===== config.mk =====
export PLATFORM = sky130hd
export DESIGN_NAME = zigzag_rle_encoder
export DESIGN_NICKNAME = d
export VERILOG_FILES = /design/src/rtl/zigzag_rle_encoder.sv
export SDC_FILE = /design/constraint.sdc
export NUM_CORES = 1
export LEC_CHECK = 0
export CORE_MARGIN = 4
export CORE_UTILIZATION = 53
export CTS_BUF_LIST = sky130_fd_sc_hd__clkbuf_2 sky130_fd_sc_hd__clkbuf_4 sky130_fd_sc_hd__clkbuf_8
export CTS_CLUSTER_SIZE = 14
export DETAILED_ROUTE_END_ITERATION = 6
export PLACE_DENSITY = 0.82
export SLEW_MARGIN = 20
export SYNTH_ARGS = -nofsm -noshare
export SYNTH_HDL_FRONTEND = slang
export SYNTH_SLANG_ARGS = --single-unit

===== constraint.sdc =====
create_clock -name clock -period 21.4 [get_ports clock]
set_input_delay 4.28 -clock clock [delete_from_list [all_inputs] [get_ports clock]]
set_output_delay 4.28 -clock clock [all_outputs]
set_load 0.05 [all_outputs]

===== src/rtl/zigzag_rle_encoder.sv =====
`default_nettype none
// =============================================================================
// Module   : zigzag_rle_encoder
// Purpose  : Latches one zigzag-ordered 8x8 coefficient block and emits
//            JPEG-style (run, size, amplitude) symbols: DC, AC, ZRL and EOB.
// Options  : RLE_DC_DPCM_EN - DC symbol codes the difference to the previous DC
// Revision : 1.0 - initial release
// =============================================================================
module zigzag_rle_encoder #(
    parameter int COEF_WIDTH = 8
) (
    input  logic                     clock,
    input  logic                     reset,
    input  logic                     start,
    input  logic [64*COEF_WIDTH-1:0] zigzag_pix_in,
    output logic                     sym_valid,
    input  logic                     sym_ready,
    output logic [3:0]               sym_run,
    output logic [3:0]               sym_size,
    output logic [8:0]               sym_amp,
    output logic                     sym_is_dc,
    output logic                     sym_last,
    output logic                     busy,
    output logic                     done
);

    localparam int         c_BLK_W    = 64 * COEF_WIDTH;
    localparam logic [2:0] c_ST_IDLE  = 3'd0;
    localparam logic [2:0] c_ST_DC    = 3'd1;
    localparam logic [2:0] c_ST_SCAN  = 3'd2;
    localparam logic [2:0] c_ST_ZRL   = 3'd3;
    localparam logic [2:0] c_ST_EOB   = 3'd4;
    localparam logic [2:0] c_ST_FLUSH = 3'd5;

    logic [2:0]         r_state, w_state_nxt;
    logic [c_BLK_W-1:0] r_blk;
    logic [5:0]         r_run, w_run_nxt;
    logic [5:0]         r_k, w_k_nxt;
    logic               r_valid, r_is_dc, r_last, r_done;
    logic [3:0]         r_sym_run, r_sym_size;
    logic [8:0]         r_sym_amp;

    logic                  w_adv, w_load, w_latch, w_done_nxt;
    logic                  w_coef_zero, w_k_last, w_run_ovf;
    logic [3:0]            w_sym_run, w_sym_size;
    logic [8:0]            w_sym_amp;
    logic                  w_sym_dc, w_sym_last;
    logic [COEF_WIDTH-1:0] w_coefs [64];
    logic [COEF_WIDTH-1:0] w_coef;
    logic signed [9:0]     w_dc_val, w_ac_val;
    logic [12:0]           w_dc_enc, w_ac_enc;

    // Returns {size[3:0], amp[8:0]}; negative amplitudes are (v-1) truncated to size bits.
    function automatic logic [12:0] f_encode(input logic signed [9:0] v);
        logic [9:0] mag;
        logic [3:0] sz;
        logic [9:0] mask;
        logic [9:0] amp;
        mag = v[9] ? 10'(-v) : 10'(v);
        sz  = 4'd0;
        for (int i = 0; i < 10; i++) begin
            if (mag[i]) sz = 4'(i + 1);
        end
        mask = (10'd1 << sz) - 10'd1;
        amp  = (v[9] ? 10'(v - 10'sd1) : 10'(v)) & mask;
        return {sz, amp[8:0]};
    endfunction

    for (genvar g = 0; g < 64; g++) begin : g_coef
        assign w_coefs[g] = r_blk[c_BLK_W-1-COEF_WIDTH*g -: COEF_WIDTH];
    end

    assign w_coef      = w_coefs[r_k];
    assign w_coef_zero = (w_coef == '0);
    assign w_k_last    = (r_k == 6'd63);
    assign w_run_ovf   = (r_run[5:4] != 2'b00);
    assign w_adv       = !r_valid || sym_ready;
    assign w_ac_val    = 10'(signed'(w_coef));
    assign w_ac_enc    = f_encode(w_ac_val);
    assign w_dc_enc    = f_encode(w_dc_val);

`ifdef RLE_DC_DPCM_EN
    logic [COEF_WIDTH-1:0] r_prev_dc;

    assign w_dc_val = 10'(signed'(w_coefs[0])) - 10'(signed'(r_prev_dc));

    always_ff @(posedge clock or posedge reset) begin
        if (reset)
            r_prev_dc <= '0;
        else if (r_valid && r_is_dc && sym_ready)
            r_prev_dc <= w_coefs[0];
    end
`else
    assign w_dc_val = 10'(signed'(w_coefs[0]));
`endif

    always_ff @(posedge clock or posedge reset) begin
        if (reset) r_state <= c_ST_IDLE;
        else       r_state <= w_state_nxt;
    end

    always_comb begin
        w_state_nxt = r_state;
        case (r_state)
            c_ST_IDLE:  if (start) w_state_nxt = c_ST_DC;
            c_ST_DC:    if (w_adv) w_state_nxt = c_ST_SCAN;
            c_ST_SCAN: begin
                if (w_coef_zero) begin
                    if (w_k_last) w_state_nxt = c_ST_EOB;
                end else if (w_run_ovf) begin
                    w_state_nxt = c_ST_ZRL;
                end else if (w_adv && w_k_last) begin
                    w_state_nxt = c_ST_FLUSH;
                end
            end
            // Leaving ZRL once the post-subtract run drops below 16.
            c_ST_ZRL:   if (w_adv && (r_run < 6'd32)) w_state_nxt = c_ST_SCAN;
            c_ST_EOB:   if (w_adv) w_state_nxt = c_ST_FLUSH;
            c_ST_FLUSH: if (r_valid && sym_ready) w_state_nxt = c_ST_IDLE;
            default:    w_state_nxt = c_ST_IDLE;
        endcase
    end

    always_comb begin
        w_latch    = 1'b0;
        w_load     = 1'b0;
        w_done_nxt = 1'b0;
        w_run_nxt  = r_run;
        w_k_nxt    = r_k;
        w_sym_run  = 4'd0;
        w_sym_size = 4'd0;
        w_sym_amp  = 9'd0;
        w_sym_dc   = 1'b0;
        w_sym_last = 1'b0;
        case (r_state)
            c_ST_IDLE: begin
                if (start) begin
                    w_latch   = 1'b1;
                    w_run_nxt = 6'd0;
                    w_k_nxt   = 6'd1;
                end
            end
            c_ST_DC: begin
                if (w_adv) begin
                    w_load     = 1'b1;
                    w_sym_dc   = 1'b1;
                    w_sym_size = w_dc_enc[12:9];
                    w_sym_amp  = w_dc_enc[8:0];
                end
            end
            c_ST_SCAN: begin
                if (w_coef_zero) begin
                    w_run_nxt = r_run + 6'd1;
                    if (!w_k_last) w_k_nxt = r_k + 6'd1;
                end else if (!w_run_ovf && w_adv) begin
                    w_load     = 1'b1;
                    w_sym_run  = r_run[3:0];
                    w_sym_size = w_ac_enc[12:9];
                    w_sym_amp  = w_ac_enc[8:0];
                    w_sym_last = w_k_last;
                    w_run_nxt  = 6'd0;
                    if (!w_k_last) w_k_nxt = r_k + 6'd1;
                end
            end
            c_ST_ZRL: begin
                if (w_adv) begin
                    w_load    = 1'b1;
                    w_sym_run = 4'd15;
                    w_run_nxt = r_run - 6'd16;
                end
            end
            c_ST_EOB: begin
                if (w_adv) begin
                    w_load     = 1'b1;
                    w_sym_last = 1'b1;
                end
            end
            c_ST_FLUSH: w_done_nxt = r_valid && sym_ready;
            default: ;
        endcase
    end

    always_ff @(posedge clock or posedge reset) begin
        if (reset) begin
            r_blk      <= '0;
            r_run      <= 6'd0;
            r_k        <= 6'd0;
            r_done     <= 1'b0;
            r_valid    <= 1'b0;
            r_sym_run  <= 4'd0;
            r_sym_size <= 4'd0;
            r_sym_amp  <= 9'd0;
            r_is_dc    <= 1'b0;
            r_last     <= 1'b0;
        end else begin
            if (w_latch) r_blk <= zigzag_pix_in;
            r_run  <= w_run_nxt;
            r_k    <= w_k_nxt;
            r_done <= w_done_nxt;
            if (w_load) begin
                r_valid    <= 1'b1;
                r_sym_run  <= w_sym_run;
                r_sym_size <= w_sym_size;
                r_sym_amp  <= w_sym_amp;
                r_is_dc    <= w_sym_dc;
                r_last     <= w_sym_last;
            end else if (sym_ready) begin
                r_valid <= 1'b0;
            end
        end
    end

    assign sym_valid = r_valid;
    assign sym_run   = r_sym_run;
    assign sym_size  = r_sym_size;
    assign sym_amp   = r_sym_amp;
    assign sym_is_dc = r_is_dc;
    assign sym_last  = r_last;
    assign busy      = (r_state != c_ST_IDLE);
    assign done      = r_done;

endmodule
`default_nettype wire


==> results.yml <==
logic_synthesis:
  synth_top_family_by_area: "multiplexers"
  synth_top_area_share_pct: 52.7
  ys_ff_latch: 548
  synth_edf_count: 0
  syn_avg_cell_area_sq_um: 14.1
  netlist_top_cells_area: "dfrtp_1 53%, mux2_2 22%, mux4_2 9.3%"
  synth_compound_area_share_pct: 5.33
  syn_inst: 1842
  seq_area_frac_synth_pct: 52.7
  synth-xor-area-share_pct: 0.707
  netlist_area_sq_um: 26000
  yosysWarnings: 0
  synth_ff_type: "dfrtp_1"
  ys_types: 69
  ys_async_sr_fraction_pct: 100
  synth_top_area_cell: "dfrtp_1"
  synth_nets: 2365
  synth_mux_area_share_pct: 33.9
  synthAdderAreaFrac_pct: 0.337
  synthSimpleGateAreaFrac_pct: 4.65
cells_and_area:
  fin_area_sq_um: 34000
  nets: 2890
  finalNonFillerCells: 3121
  layout-drive-gt1-share_pct: 33.9
  synthToLayoutAreaGrowth_pct: 30.6
  final_core_util_pct: 70.6
routing:
  drtAntennaViolNets: 0
  avgRoutedWirePerCell_microns: 25.2
  drt-vias-per-instance: 5.91
  drtIter0Drc: 1244
  dr_total_vias: 18400
  firstDrtPassIters: 5
  wirelength_microns: 78700
  drc: 0
global_route:
  grt_usage_pct: 29.5
  antenna_found_initial: 33
  grt_pass1_vias: 19600
  grt_overflow: 0
  grt_pass1_wl_microns: 118000
  grt_start_max_net_pins: 180
cts:
  h-tree-depth: 3
  clk_latency_ns: 0.69
  cts_buffer_depth: 3
  cts_setup_buffers: 0
  postCtsHoldBufs: 0
  cts_tree: "yes"
  cts_resized: 0
  clk_pin_slew_worst_paths_ns: 0.06
  cts_buffers: 92
  cts_root_buf: "clkbuf_8"
  clock-sinks: 548
placed_design:
  post_dp_cell_area_sq_um: 31900
  place.gp.congestion: 0.873
  hpwlAfterDp_microns: 57300
  place_inst: 2929
  portBuffers: 537
status:
  status: "complete, no violations"
power:
  switchingPower_uw: 1890
  p_leak_uw: 0.0136
  sw_frac_of_total_pct: 36.1
  peakVddDrop_v: 0.0000983
  p_per_area_nw_per_um2: 154
  p_comb_share_pct: 44.8
  p_int_uw: 3350
  seqPwrFrac_pct: 36.1
  clkPwrFrac_pct: 19.1
floorplan:
  fp.dieW_microns: 230
  coreArea_sq_um: 48100
  num_io_pins: 538
  num_rows: 80
  die_area_sq_um: 52700
  start_util_pct: 54.1
  die_h_microns: 230
sta:
  rsz0062_at_grt: "no"
  slew_viol_final: 0
  period_minus_slack_ns: 7.16
  fin_worst_skew_ns: 0.0232
  fmax_mhz: 140
  hold_viol_final: 0
  slew_headroom_pct: 25.3
  hold-worst-slack_ns: 0.496
  period_share_pct: 33.5
  setup_viol: 0
  totalNegativeSetupSlack_ns: 0
  tightest_slew_ns: 1.12
min_path:
  hp-class: "reg -> reg"
setup_path:
  critPathLaunchType: "input pin"
  worstPathArrival_ns: 7.72
  critPathKind: "in -> reg"
  cp-end-kind: "flop"
  cp_data_required_time_ns: 21.96
  path_max_fanout: 85
job:
  cap_violations: 0
[power by group through the flow]
stage,sequential (uW),combinational (uW),clock (uW)
after floorplan,1790,1750,0
after global placement,1860,2270,0
after detailed placement,1900,2330,0
after CTS,1890,2340,1020
after global routing,1950,2510,1070
final,1890,2350,999
[Yosys cell counts (8+ instances only)]
cell	number
mux4_2	107
o21ai_0	46
mux2i_1	60
buf_2	28
buf_4	9
inv_1	16
nor2b_1	19
a21oi_1	30
nor3_1	22
a22oi_1	31
mux2_2	516
dfrtp_1	548
nand2b_1	13
nand2_1	62
a31oi_1	8
clkbuf_1	84
xor2_1	9
nand3_1	29
or3_1	10
nor2_1	55
xnor2_1	12
[worst max-delay path: stages]
cell and delay (ns):
clkdlybuf4s50_1 0.58, inv_1 0.10, nor2_4 0.43, buf_4 0.83, buf_4 0.93, mux2_2 0.42
[per-stage QoR]
step	total power [uW]	setup slack, ns
2_1_floorplan	3540	1.80
5_1_grt	5530	14.09
3_3_place_gp	4130	13.65
4_1_cts	5250	14.32
6_report	5250	14.24
3_5_place_dp	4230	13.58
[registers in the layout, indices dropped and copies added (netlist names), 3 cells and up]
name / cells
r_blk: 512
sym_amp: 9
r_k: 6
r_run: 6
sym_run: 4
sym_size: 4
r_state: 3
[path summary, 6_finish.rpt]
| path | startpoint | end | slack, ns | cells after the start |
|---|---|---|---|---|
| min in group asynchronous | reset | r_blk[48] | 4.16 | 2 |
| hold reg to reg | sym_amp[1] | sym_amp[1] | 0.50 | 2 |
| setup / recovery | start | r_blk[308] | 14.24 | 6 |
| max in group asynchronous | reset | r_blk[148] | 14.83 | 4 |
| hold / removal | sym_amp[1] | sym_amp[1] | 0.50 | 2 |
| setup reg to reg | r_k[1] | sym_amp[6] | 14.56 | 20 |
[routing by layer]
metal / vias to the layer above / track usage (%) / share of wire, %
met2: 689 / 48.3 / 50
met4: 14 / 10.7 / 3.2
met1: 9597 / 38.1 / 40
met3: 158 / 7.85 / 6.9
met5: - / 0 / 0.13
li1: 7978 / - / -
[cell type report]
| cell class | count | area [sq um] |
|---|---|---|
| Antenna cell | 28 | 70.1 |
| Clock buffer | 154 | 1890 |
| Clock inverter | 10 | 105 |
| Fill cell | 3276 | 14200 |
| Inverter | 17 | 71.3 |
| Multi-Input combinational cell | 1151 | 11700 |
| Sequential cell | 548 | 13700 |
| Tap cell | 656 | 821 |
| Timing Repair Buffer | 557 | 5590 |
[cell families (layout without fill, tap and decap cells)]
group,after synthesis,after routing
fa+ha+maj,7,7
flops,548,548
mux,683,683
simple gates,244,244
buf+inv,143,738
compound gates,196,196
xor+xnor,21,21
other cells,0,28
[layout by cell type (no fill, tap or decap), drive strengths merged, types with 48 or more instances in the layout]
| cell type | instances |
|---|---|
| clkdlybuf4s50 | 537 |
| mux2i | 60 |
| clkbuf | 154 |
| nor2 | 55 |
| mux2 | 516 |
| o21ai | 48 |
| mux4 | 107 |
| nand2 | 62 |
| dfrtp | 548 |
(Power assumes the default switching activity.)
